**config.mk**
```make
export PLATFORM = sky130hd
export DESIGN_NAME = instr_aligner_flat
export DESIGN_NICKNAME = d
export VERILOG_FILES = /design/src/rtl/instr_aligner_pkg.sv /design/src/rtl/instr_aligner_if.sv /design/src/rtl/instr_aligner.sv /design/src/flat_wrapper.sv
export SDC_FILE = /design/constraint.sdc
export NUM_CORES = 1
export LEC_CHECK = 0
export CAP_MARGIN = 20
export CORE_UTILIZATION = 47
export CTS_BUF_LIST = sky130_fd_sc_hd__clkbuf_4
export CTS_CLUSTER_DIAMETER = 50
export CTS_CLUSTER_SIZE = 40
export DETAILED_ROUTE_END_ITERATION = 6
export GPL_TIMING_DRIVEN = 0
export PLACE_DENSITY = 0.94
export SLEW_MARGIN = 20
export SYNTH_ARGS = -nofsm -noshare
export SYNTH_HDL_FRONTEND = slang
export SYNTH_SLANG_ARGS = --single-unit
```
**constraint.sdc**
```tcl
create_clock -name clk -period 2.9 [get_ports clk]
set_input_delay 0.58 -clock clk [delete_from_list [all_inputs] [get_ports clk]]
set_output_delay 0.58 -clock clk [all_outputs]
set_load 0.05 [all_outputs]
```
**src/rtl/instr_aligner_pkg.sv**
```systemverilog
// Shared core definitions for the instruction aligner: widths, state encoding and
// the RVC length decode helper.
package instr_aligner_pkg;

  localparam int unsigned INSTR_W = 32;
  localparam int unsigned HALF_W  = 16;

  typedef enum logic [1:0] {
    ALIGNED,
    UNALIGNED,
    SKIP_LOW
  } aligner_state_e;

  // Any opcode whose two low bits are not 2'b11 is a 16-bit RVC instruction.
  function automatic logic is_compressed(input logic [1:0] lsbs);
    return lsbs != 2'b11;
  endfunction

endpackage

```
**src/rtl/instr_aligner_if.sv**
```systemverilog
// FIFO head, redirect and decode handshake signals seen by the instruction aligner.
// The master modport is the aligner itself; slave is the surrounding fetch/decode side.
interface instr_aligner_if;
  import instr_aligner_pkg::*;

  logic [INSTR_W-1:0] fifo_rd_data;
  logic               fifo_rd_data_valid;
  logic               fifo_rd_en;
  logic               fifo_clear;
  logic               redirect_valid;
  logic [INSTR_W-1:0] redirect_pc;
  logic               instr_valid;
  logic               instr_ready;
  logic [INSTR_W-1:0] instr;
  logic [INSTR_W-1:0] instr_pc;
  logic               instr_is_compressed;

  modport master (
    input  fifo_rd_data, fifo_rd_data_valid, redirect_valid, redirect_pc, instr_ready,
    output fifo_rd_en, fifo_clear, instr_valid, instr, instr_pc, instr_is_compressed
  );

  modport slave (
    output fifo_rd_data, fifo_rd_data_valid, redirect_valid, redirect_pc, instr_ready,
    input  fifo_rd_en, fifo_clear, instr_valid, instr, instr_pc, instr_is_compressed
  );

endinterface

```
**src/rtl/instr_aligner.sv**
```systemverilog
// Realigns 32-bit fetch words from a show-ahead FIFO into whole RV32IC instructions
// and presents them one at a time, with their PC, to decode.
module instr_aligner
  import instr_aligner_pkg::*;
#(
  parameter logic [INSTR_W-1:0] BOOT_ADDR = 32'h0000_0000
) (
  input  logic           clk,
  input  logic           reset_n,
  instr_aligner_if.master bus_io
);

  aligner_state_e     state_q, state_d;
  logic [INSTR_W-1:0] pc_q, pc_d;
  logic [HALF_W-1:0]  hold_q, hold_d;

  logic [INSTR_W-1:0] head;
  logic               head_valid;
  logic               can_acc;
  logic               acc;
  logic               valid;
  logic               rd_en;
  logic               clear;
  logic [INSTR_W-1:0] instr_w;

  assign head       = bus_io.fifo_rd_data;
  assign head_valid = bus_io.fifo_rd_data_valid;
  // A redirect drops whatever is presented, so it can never be accepted.
  assign can_acc    = bus_io.instr_ready & ~bus_io.redirect_valid & reset_n;

  always_comb begin
    state_d = state_q;
    pc_d    = pc_q;
    hold_d  = hold_q;
    valid   = 1'b0;
    rd_en   = 1'b0;
    clear   = 1'b0;
    acc     = 1'b0;
    instr_w = {{HALF_W{1'b0}}, head[HALF_W-1:0]};

    case (state_q)
      ALIGNED: begin
        valid = head_valid;
        if (!is_compressed(head[1:0])) begin
          instr_w = head;
        end
        acc = valid & can_acc;
        if (acc) begin
          rd_en = 1'b1;
          if (is_compressed(head[1:0])) begin
            hold_d  = head[INSTR_W-1:HALF_W];
            state_d = UNALIGNED;
            pc_d    = pc_q + 32'd2;
          end else begin
            pc_d = pc_q + 32'd4;
          end
        end
      end

      UNALIGNED: begin
        if (is_compressed(hold_q[1:0])) begin
          // The buffered halfword is a complete instruction; no FIFO data needed.
          valid   = 1'b1;
          instr_w = {{HALF_W{1'b0}}, hold_q};
          acc     = can_acc;
          if (acc) begin
            state_d = ALIGNED;
            pc_d    = pc_q + 32'd2;
          end
        end else begin
          valid   = head_valid;
          instr_w = {head[HALF_W-1:0], hold_q};
          acc     = valid & can_acc;
          if (acc) begin
            rd_en  = 1'b1;
            hold_d = head[INSTR_W-1:HALF_W];
            pc_d   = pc_q + 32'd4;
          end
        end
      end

      SKIP_LOW: begin
        // Redirect landed on an upper halfword: discard the low half of the first word.
        if (head_valid && reset_n) begin
          rd_en   = 1'b1;
          hold_d  = head[INSTR_W-1:HALF_W];
          state_d = UNALIGNED;
        end
      end

      default: begin
        state_d = ALIGNED;
      end
    endcase

    if (bus_io.redirect_valid) begin
      clear   = 1'b1;
      rd_en   = 1'b0;
      valid   = 1'b0;
      pc_d    = bus_io.redirect_pc & ~32'h1;
      hold_d  = '0;
      state_d = bus_io.redirect_pc[1] ? SKIP_LOW : ALIGNED;
    end

    if (!reset_n) begin
      valid = 1'b0;
      rd_en = 1'b0;
      clear = 1'b0;
    end
  end

  always_ff @(posedge clk or negedge reset_n) begin
    if (!reset_n) begin
      state_q <= ALIGNED;
      pc_q    <= BOOT_ADDR & ~32'h1;
      hold_q  <= '0;
    end else begin
      state_q <= state_d;
      pc_q    <= pc_d;
      hold_q  <= hold_d;
    end
  end

  assign bus_io.fifo_rd_en          = rd_en;
  assign bus_io.fifo_clear          = clear;
  assign bus_io.instr_valid         = valid;
  assign bus_io.instr               = instr_w;
  assign bus_io.instr_pc            = pc_q;
  assign bus_io.instr_is_compressed = is_compressed(instr_w[1:0]);

endmodule

```
**src/flat_wrapper.sv**
```systemverilog
// flat-port wrapper written by rule: the top's interface ports become plain ports
module instr_aligner_flat import instr_aligner_pkg::*;
#(
  parameter logic [INSTR_W-1:0] BOOT_ADDR = 32'h0000_0000
)
  (clk, reset_n, bus_io_fifo_rd_data, bus_io_fifo_rd_data_valid, bus_io_redirect_valid, bus_io_redirect_pc, bus_io_instr_ready, bus_io_fifo_rd_en, bus_io_fifo_clear, bus_io_instr_valid, bus_io_instr, bus_io_instr_pc, bus_io_instr_is_compressed);
  instr_aligner_if bus_io_i ();
  input  logic clk;
  input  logic reset_n;
  input wire logic [$bits(bus_io_i.fifo_rd_data)-1:0] bus_io_fifo_rd_data;
  input wire logic [$bits(bus_io_i.fifo_rd_data_valid)-1:0] bus_io_fifo_rd_data_valid;
  input wire logic [$bits(bus_io_i.redirect_valid)-1:0] bus_io_redirect_valid;
  input wire logic [$bits(bus_io_i.redirect_pc)-1:0] bus_io_redirect_pc;
  input wire logic [$bits(bus_io_i.instr_ready)-1:0] bus_io_instr_ready;
  output wire logic [$bits(bus_io_i.fifo_rd_en)-1:0] bus_io_fifo_rd_en;
  output wire logic [$bits(bus_io_i.fifo_clear)-1:0] bus_io_fifo_clear;
  output wire logic [$bits(bus_io_i.instr_valid)-1:0] bus_io_instr_valid;
  output wire logic [$bits(bus_io_i.instr)-1:0] bus_io_instr;
  output wire logic [$bits(bus_io_i.instr_pc)-1:0] bus_io_instr_pc;
  output wire logic [$bits(bus_io_i.instr_is_compressed)-1:0] bus_io_instr_is_compressed;
  assign bus_io_i.fifo_rd_data = bus_io_fifo_rd_data;
  assign bus_io_i.fifo_rd_data_valid = bus_io_fifo_rd_data_valid;
  assign bus_io_i.redirect_valid = bus_io_redirect_valid;
  assign bus_io_i.redirect_pc = bus_io_redirect_pc;
  assign bus_io_i.instr_ready = bus_io_instr_ready;
  assign bus_io_fifo_rd_en = bus_io_i.fifo_rd_en;
  assign bus_io_fifo_clear = bus_io_i.fifo_clear;
  assign bus_io_instr_valid = bus_io_i.instr_valid;
  assign bus_io_instr = bus_io_i.instr;
  assign bus_io_instr_pc = bus_io_i.instr_pc;
  assign bus_io_instr_is_compressed = bus_io_i.instr_is_compressed;
  instr_aligner #(.BOOT_ADDR(BOOT_ADDR)) u_core (.clk(clk), .reset_n(reset_n), .bus_io(bus_io_i));
endmodule
```
# [Word level (Yosys, flattened, before mapping)]
# Cells that the tools add are included.
[totals] elab_cells=67 input_bits=69 out_inout_bits=68 ff_bits=50
[classes] mux=37 n_reduce_logical=7 eq_ne=14 add_sub_neg=2 bitwise_logic=4
[ops] operator="$mux W32" count=8
[ops] operator="$pmux W32 S2" count=2
[ops] operator="$mux W16" count=6
[ops] operator="$pmux W16 S3" count=1
[ops] operator="$add A32 B2 Y32 const B" count=1
[ops] operator="$add A32 B3 Y32 const B" count=1
[ops] operator="$ne A3 B2 Y1 const B" count=6
[ops] operator="$mux W2" count=7
[ops] operator="$mux W1" count=10
[ops] operator="$ne A2 B2 Y1 const B" count=3
[ops] operator="$pmux W2 S3" count=1
[ops] operator="$reduce_and A6 Y1" count=1
[ops] operator="$reduce_and A5 Y1" count=1
[ops] operator="$ne A4 B2 Y1 const B" count=1
[ops] operator="$ne A4 B3 Y1 const B" count=1
[ops] operator="$reduce_and A4 Y1" count=1
[ops] operator="$reduce_bool A4 Y1" count=1
[ops] operator="$and A1 B1 Y1" count=3
[ops] operator="$ne A3 B3 Y1 const B" count=1
[ops] operator="$pmux W1 S3" count=1
[ops] operator="$reduce_bool A3 Y1" count=1
[ops] operator="$eq A2 B1 Y1 const B" count=1
[ops] operator="$eq A2 B2 Y1 const B" count=1
[ops] operator="$logic_not A2 Y1" count=1
[ops] operator="other kinds (3)" count=3

# [Depth between registers and ports, before layout]
# Gate-level depths: netlist of the first run.
[logic_depth] depth_word=9 depth_mapped=10 mapped_depth_nobuf=8

# [Worst setup path after synthesis of the first run]
# OpenSTA, ideal clock, no wires.
[synth_path] path_type="input to output" start="input bus_io_redirect_valid" end="output bus_io_fifo_rd_en" cell_stages=4 arrival_ns=3.568 slack_ns=-1.248 n_path_buf=3 t_required_ns=2.320 cell_sequence="clkbuf_1 clkbuf_1 clkbuf_1 a2111oi_0"
[synth_via] elab_chain_len=9
[synth_lines] element="start, declared" line_no="flat_wrapper.sv:12" text="input wire logic [$bits(bus_io_i.redirect_valid)-1:0] bus_io_redirect_valid;"
[synth_lines] element="$not A1 Y1" line_no="instr_aligner.sv:29" text="assign can_acc = bus_io.instr_ready & ~bus_io.redirect_valid & reset_n;"
[synth_lines] element="$and A1 B1 Y1 (2 in series)" line_no="instr_aligner.sv:29"
[synth_lines] element="$and A1 B1 Y1" line_no="instr_aligner.sv:47, instr_aligner.sv:73"
[synth_lines] element="$mux W1" line_no="instr_aligner.sv:48, instr_aligner.sv:74"
[synth_lines] element="$mux W1" line_no="instr_aligner.sv:61" text="if (is_compressed(hold_q[1:0])) begin"
[synth_lines] element="$pmux W1 S3" line_no="instr_aligner.sv:41" text="case (state_q)"
[synth_lines] element="$mux W1 *" line_no="instr_aligner.sv:96" text="if (bus_io.redirect_valid) begin"
[synth_lines] element="$mux W1 *" line_no="instr_aligner.sv:105" text="if (!reset_n) begin"
[synth_lines] element="end, declared" line_no="flat_wrapper.sv:15" text="output wire logic [$bits(bus_io_i.fifo_rd_en)-1:0] bus_io_fifo_rd_en;"
# Mark *: on every way between the ends. The rest lies on a longest branch, timed or not.

# [Worst setup path in the final report of the first run]
[layout_path] start="input bus_io_redirect_valid" end="output bus_io_fifo_clear"
[layout_via] elab_chain_len=2
[layout_lines] element="$mux W1" line_no="instr_aligner.sv:96"
[layout_lines] element="$mux W1" line_no="instr_aligner.sv:105"
[layout_lines] element="end, declared" line_no="flat_wrapper.sv:16" text="output wire logic [$bits(bus_io_i.fifo_clear)-1:0] bus_io_fifo_clear;"
# Every way passes these cells.

==> results of run 1 <==
metal layers:
metal,vias up,track usage,routed length [µm],part of all wire
met1,2117,0.411,5550,0.38
met2,287,0.599,7070,0.49
met5,-,0,0,0
met4,0,0.138,466,0.032
li1,2060,-,-,-
met3,50,0.0501,1390,0.096
registers in the layout, summed over array words and instances, names as in the netlist:
signal,cells
u_core.bus_io.instr_pc,31
u_core.hold_q,16
u_core.state_q,2
worst max-delay path: stages:
cell	delay, ns
clkdlybuf4s50_1	0.46
clkbuf_4	0.21
clkbuf_8	0.20
clkbuf_4	0.24
buf_4	0.21
and2_1	0.15
buf_4	0.20
repair_timing:
| action | CTS | global route |
|---|---|---|
| endpoints found under the setup margin | 36 | 27 |
| hold buffers | 0 | 0 |
| gates resized for setup | 128 | 43 |
| cloned | 0 | 0 |
| pin swaps | 0 | 1 |
| buffers inserted | 1 | 2 |
final timing paths:
path                       depth (start not counted)                                     end  slack, ns
min                                                1  u_core.bus_io.instr_pc[20]$_DFFE_PN0P_       0.24
max in group asynchronous                          1           u_core.hold_q[13]$_DFFE_PN0P_       2.17
max reg2reg                                        9  u_core.bus_io.instr_pc[14]$_DFFE_PN0P_       0.31
min reg2reg                                        2            u_core.hold_q[3]$_DFFE_PN0P_       0.50
min in group clk                                   2            u_core.hold_q[3]$_DFFE_PN0P_       0.50
max                                                7                       bus_io_fifo_clear       0.05
layout by cell type, fill, tap and decap left out, drive strengths merged, types with 15 or more instances in the layout:
cell type,n
clkdlybuf4s50,95
nand2,92
dfrtp,49
o21ai,46
buf,40
a22o,33
nor2,27
clkbuf,25
nand3,20
nand4,17
a21oi,15
power by group through the flow:
stage | combinational [W] | sequential (W) | clock (W)
after floorplan | 0.00101 | 0.00118 | 0
after CTS | 0.00182 | 0.000993 | 0.000322
after detailed placement | 0.00185 | 0.00101 | 0
after global routing | 0.00192 | 0.00102 | 0.000354
after global placement | 0.00181 | 0.00100 | 0
final | 0.00182 | 0.00100 | 0.000318
cells by family after synthesis:
logic type	count (synthesis)
compound gates	155
simple gates	203
fa+ha+maj	6
buf+inv	45
xor+xnor	14
mux	5
other cells	1
flops	49
through the flow:
step / util / TNS [ns] / worst slack (ns) / power (W) / std cells
3_3_place_gp: 0.682 / -114.50 / -2.14 / 0.00281 / 714
2_1_floorplan: - / 0 / 0.0105 / 0.00219 / 478
5_1_grt: 0.679 / 0 / 0.00193 / 0.00329 / 722
6_report: 0.679 / 0 / 0.0506 / 0.00314 / 722
3_5_place_dp: 0.682 / -23.35 / -1.56 / 0.00285 / 714
4_1_cts: 0.690 / 0 / 0.00443 / 0.00313 / 720
cell type report:
cell class	count	area [µm²]	share of cell area
timing repair buffer	137	1230	0.232
clock inverter	3	12.5	0.00236
inverter	11	45.0	0.00849
multi-input combinational	384	2430	0.459
sequential	49	1230	0.231
clock buffer	5	37.5	0.00708
buffer	31	188	0.0354
tap	102	128	0.0241
==> qor.txt, run 1 <==
================================================================================
Worst Path Arrival ................................................      2.27 ns
Count leader, synth ...............................................      nand2_1
Number of cell rows ...............................................           32
Complex-gate fraction of the synthesized area .....................        0.292
Cells after Synth .................................................          478
Total non-filler cell area in the finished layout .................     5300 µm²
Yosys top cell area share .........................................        0.318
Worst setup path class ............................................       in2out
DRT iter0 DRCs ....................................................          300
Portion of netlist area occupied by mux cells .....................       0.0159
Share of async-settable or async-resettable flops after synthesis .         1.00
Final slew viol count .............................................            0
CTS tree ..........................................................         done
Wirelength, routed ................................................     14500 µm
Placer's final routability congestion estimate ....................        0.961
Startpoint of the most critical register-to-register path ......... u_core.state_q[1]$_DFFE_PN0P_
Largest family of logic cells by synthesized area ................. compound AO/OA/AOI/OAI gates
Max IR drop VDD ...................................................     0.236 mV
Area of the mapped netlist ........................................     3850 µm²
HPWL Detailed .....................................................     11100 µm
Clock share of power ..............................................        0.101
Power Internal ....................................................    0.00153 W
Clock buffer count from CTS .......................................            5
Max_cap viols .....................................................            0
Flip-flop and latch count after synthesis .........................           49
Core ar. ..........................................................     7810 µm²
Detailed-route DRC error count ....................................            0
Total grt overflow ................................................            0
Setup crit start kind .............................................    input pin
Clock Latency Late Sink ...........................................      0.38 ns
Most used standard cells in the synthesized netlist ............... nand2_1, dfrtp_1, o21ai_0
Transition time of the tightest slew-check pin ....................     0.745 ns
Detailed-route vias per instance ..................................         6.25
Area share of xor/xnor cells in the synthesized design ............       0.0318
Top cells by area in the synthesized netlist ...................... dfrtp_1, nand2_1, a22o_1, o21ai_0, nor2_1
Endpoints failing setup ...........................................            0
Layout Area Growth over Synthesis .................................        37.7%
Number of iterations in the first detailed-routing pass ...........            6
Net switching fraction of the power ...............................        0.513
Unique cell type count in the Yosys netlist .......................           73
Hold Slack ........................................................     0.240 ns
Full die area .....................................................     8560 µm²
Vias in the first global route ....................................         4274
Cell taking the most area after synthesis .........................      dfrtp_1
Required time at the worst-slack endpoint .........................      2.32 ns
Root Driver .......................................................     clkbuf_4
Number of inserted diodes .........................................            0
Avg WL per Cell ...................................................      20.0 µm
Pin count of the biggest net entering global routing ..............           57
Final clock period utilization by the worst path ..................        0.983
Proportion of power drawn by combinational gates ..................        0.579
Max Buffers Root-to-Sink ..........................................            2
P per Cell Area ...................................................   591 nW/µm²
Wire length of the first global-routing pass ......................     22300 µm
Crit path launch .................................................. bus_io_redirect_valid
Post-layout nets ..................................................          694
Count of buffers inserted at the top-level ports ..................          134
Die X-Extent ......................................................      92.5 µm
Unrepaired setup endpoints after global routing ...................        false
F_max .............................................................    0.351 GHz
Number of H-tree levels ...........................................            2
Worst slew slack as a fraction of its limit .......................        0.503
Number of routed nets with antenna violations .....................            0
Overall track demand over capacity in global routing ..............        0.339
NetSw .............................................................    0.00161 W
Run status ........................................................ complete, no violations
Average size of a mapped cell .....................................     8.05 µm²
Via count of the routed design ....................................         4514
Seq pwr share .....................................................        0.320
Initial core utilization ..........................................        0.493
Highest fanout seen on the critical path ..........................           10
Clock-pin slew on the worst setup and hold paths ..................      0.14 ns
Fill count ........................................................          678
Net count after synthesis .........................................          553
Portion of the post-synthesis area used by sequential elements ....        0.318
Simple logic cell fraction of the synthesized area ................        0.268
Placed cell areas .................................................     5320 µm²
Final critical path time including I/O delays and setup ...........      2.85 ns
Synth Flop Type ...................................................      dfrtp_1
Kind of path behind the tightest hold check .......................     in2async
Number of antenna violations at the first check in global routing .            0
Sink Count ........................................................           49
Final setup skew ..................................................   0.00678 ns
Adder-cell area share of the yosys netlist ........................       0.0195
Yosys warns .......................................................            0
Ports .............................................................          137
Fraction of layout cells with a size suffix above 1 ...............        0.134
Number of enable flip-flop cells after synthesis ..................            0
Kind of capture point of the worst setup path ..................... primary output
Chip Height .......................................................      92.5 µm
Leakage power .....................................................      2.15 nW
Final number of hold-violating endpoints ..........................            0
================================================================================
Power figures use the tool's default switching activity.
==> run 2, diff against run 1 <==
- GPL_TIMING_DRIVEN: 0 -> 1
==> run 2 against run 1 <==
Wire length decreased by 4.6%. Register-to-register slack about the same. Sequential power about the same. First-iteration DRC count decreased by 18%. Setup slack improved by 0.0031 ns. Die area unchanged.
==> qor.txt, run 2 (synthesis results as in run 1) <==
==================================================================================
Final critical path time including I/O delays and setup .............      2.85 ns   -0.00311 ns
Endpoints failing setup .............................................            0   unchanged
Root Driver .........................................................     clkbuf_4
Avg WL per Cell .....................................................      19.4 µm   -3.4%
P per Cell Area .....................................................   600 nW/µm²   +1.5%
HPWL Detailed .......................................................     10500 µm   -5.0%
Clock-pin slew on the worst setup and hold paths ....................      0.15 ns   about the same
Ports ...............................................................          137   unchanged
Setup crit start kind ...............................................         flop
Util after Layout ...................................................        0.715   +0.0362
Kind of path behind the tightest hold check .........................     in2async
Final clock period utilization by the worst path ....................        0.981   -0.00107
Number of inserted diodes ...........................................            0   unchanged
Run status .......................................................... complete, no violations
Kind of capture point of the worst setup path ....................... primary output
Number of routed nets with antenna violations .......................            0   unchanged
Clock Latency Late Sink .............................................      0.39 ns   about the same
Fill count ..........................................................          600   -12%
Highest fanout seen on the critical path ............................            8   -2
Number of H-tree levels .............................................            2   unchanged
Placer's final routability congestion estimate ......................        0.904   -6.0%
Vias in the first global route ......................................         4343   +1.6%
Pin count of the biggest net entering global routing ................           42   -26%
Clock buffer count from CTS .........................................            5   unchanged
Die X-Extent ........................................................      92.5 µm   unchanged
Overall track demand over capacity in global routing ................        0.321   -0.0185
Most common library cell in the layout ignoring fill and taps ....... clkdlybuf4s50_1
Total grt overflow ..................................................            0   unchanged
Placed Instances ....................................................          702   -1.7%
Chip Height .........................................................      92.5 µm   unchanged
Number of iterations in the first detailed-routing pass .............            5   -1
Core ar. ............................................................     7810 µm²   unchanged
Total non-filler cell area in the finished layout ...................     5590 µm²   +5.3%
Wirelength, routed ..................................................     13800 µm   -4.6%
Worst setup path class ..............................................      reg2out
Unrepaired setup endpoints after global routing .....................         true
Leakage power .......................................................      2.22 nW   +3.5%
Transition time of the tightest slew-check pin ......................     0.727 ns   -0.0186 ns
Via count of the routed design ......................................         4513   -0.022%
Initial core utilization ............................................        0.493   unchanged
Area of the multi-input gates .......................................     2440 µm²   +0.10%
Detailed-route DRC error count ......................................            0   unchanged
Final setup skew ....................................................    0.0145 ns   +0.00770 ns
TNS Setup ...........................................................         0 ns   unchanged
Startpoint of the most critical register-to-register path ........... u_core.state_q[1]$_DFFE_PN0P_
Max_cap viols .......................................................            0   unchanged
Layout Area Growth over Synthesis ...................................        45.1%
Hold Slack ..........................................................     0.276 ns   +0.0358 ns
Max IR drop VDD .....................................................     0.257 mV   +8.9%
Detailed-route vias per instance ....................................         6.33   +1.2%
Footprint of the flip-flops and latches .............................     1230 µm²   unchanged
Crit path launch .................................................... u_core.state_q[1]$_DFFE_PN0P_
Final slew viol count ...............................................            0   unchanged
Full die area .......................................................     8560 µm²   unchanged
Count of buffers inserted at the top-level ports ....................          134   unchanged
Leading cell types in the layout, fill and taps excluded ............ clkdlybuf4s50_1, nand2_1, dfrtp_1
Fraction of layout cells with a size suffix above 1 .................        0.151   +0.0167
Max Buffers Root-to-Sink ............................................            2   unchanged
Layout Cells excl Fill ..............................................          713   -1.2%
Placed cell areas ...................................................     5480 µm²   +2.9%
F_max ...............................................................    0.351 GHz   +0.11%
Number of cell rows .................................................           32   unchanged
Flip-flop count of the largest register, all copies and words added .           31   unchanged
Final number of hold-violating endpoints ............................            0   unchanged
Post-layout nets ....................................................          685   -1.3%
DRT iter0 DRCs ......................................................          246   -18%
Worst slew slack as a fraction of its limit .........................        0.511   +0.00795
Required time at the worst-slack endpoint ...........................      2.32 ns   about the same
Wire length of the first global-routing pass ........................     21700 µm   -2.8%
CTS tree ............................................................         done
Worst Path Arrival ..................................................      2.27 ns   about the same
Sink Count ..........................................................           49   unchanged
Number of antenna violations at the first check in global routing ...            0   unchanged
==================================================================================
[run 2: timing repair]
item | CTS | global route
buffers inserted | 0 | 2
resized for setup | 2 | 0
cloned | 1 | 0
endpoints found under the setup margin | 4 | 2
hold buffers | 0 | 0
pin swaps | 2 | 1
[run 2: area by class of cell]
class,instances,area share
clock buffer,5,0.00672
inverter,11,0.00739
sequential,49,0.220
timing repair buffer,158,0.299
clock inverter,3,0.00806
multi-input combinational,385,0.436
tap,102,0.0228
[run 2: path summary, 6_finish.rpt]
path / to / slack, ns / cells after the start
max in group asynchronous: u_core.bus_io.instr_pc[21]$_DFFE_PN0P_ / 2.10 / 2
max: bus_io_fifo_rd_en / 0.05 / 6
max reg2reg: u_core.bus_io.instr_pc[11]$_DFFE_PN0P_ / 0.32 / 9
min in group clk: u_core.hold_q[10]$_DFFE_PN0P_ / 0.51 / 2
min reg2reg: u_core.hold_q[10]$_DFFE_PN0P_ / 0.51 / 2
min: u_core.bus_io.instr_pc[5]$_DFFE_PN0P_ / 0.28 / 2
[run 2: worst max-delay path: stages, from the launching register on]
cell and delay (ns):
dfrtp_1 0.45, inv_1 0.10, ha_2 0.27, and3_4 0.23, o21ai_0 0.11, a2111oi_2 0.53
buf_12 0.20
[run 2: through the flow]
stage | power (W) | setup WS (ns)
after global placement | 0.00283 | 0.273
after global routing | 0.00351 | -0.0427
final | 0.00335 | 0.0537
after floorplan | 0.00219 | 0.0105
after CTS | 0.00334 | 0.0110
after detailed placement | 0.00289 | 0.240
[run 2: layer usage]
layer,up-vias,track usage,part of all wire
met5,-,0,0
met4,0,0.113,0.025
met3,38,0.0542,0.088
met2,265,0.582,0.50
met1,2160,0.378,0.39
li1,2050,-,-
[run 2: report_power, final]
group	total (W)	leakage, nW	switching, W	internal [W]
Sequential	0.00103	0.601	0.000200	0.000833
Combinational	0.00188	1.57	0.00118	0.000702
Clock	0.000439	0.0448	0.000254	0.000185
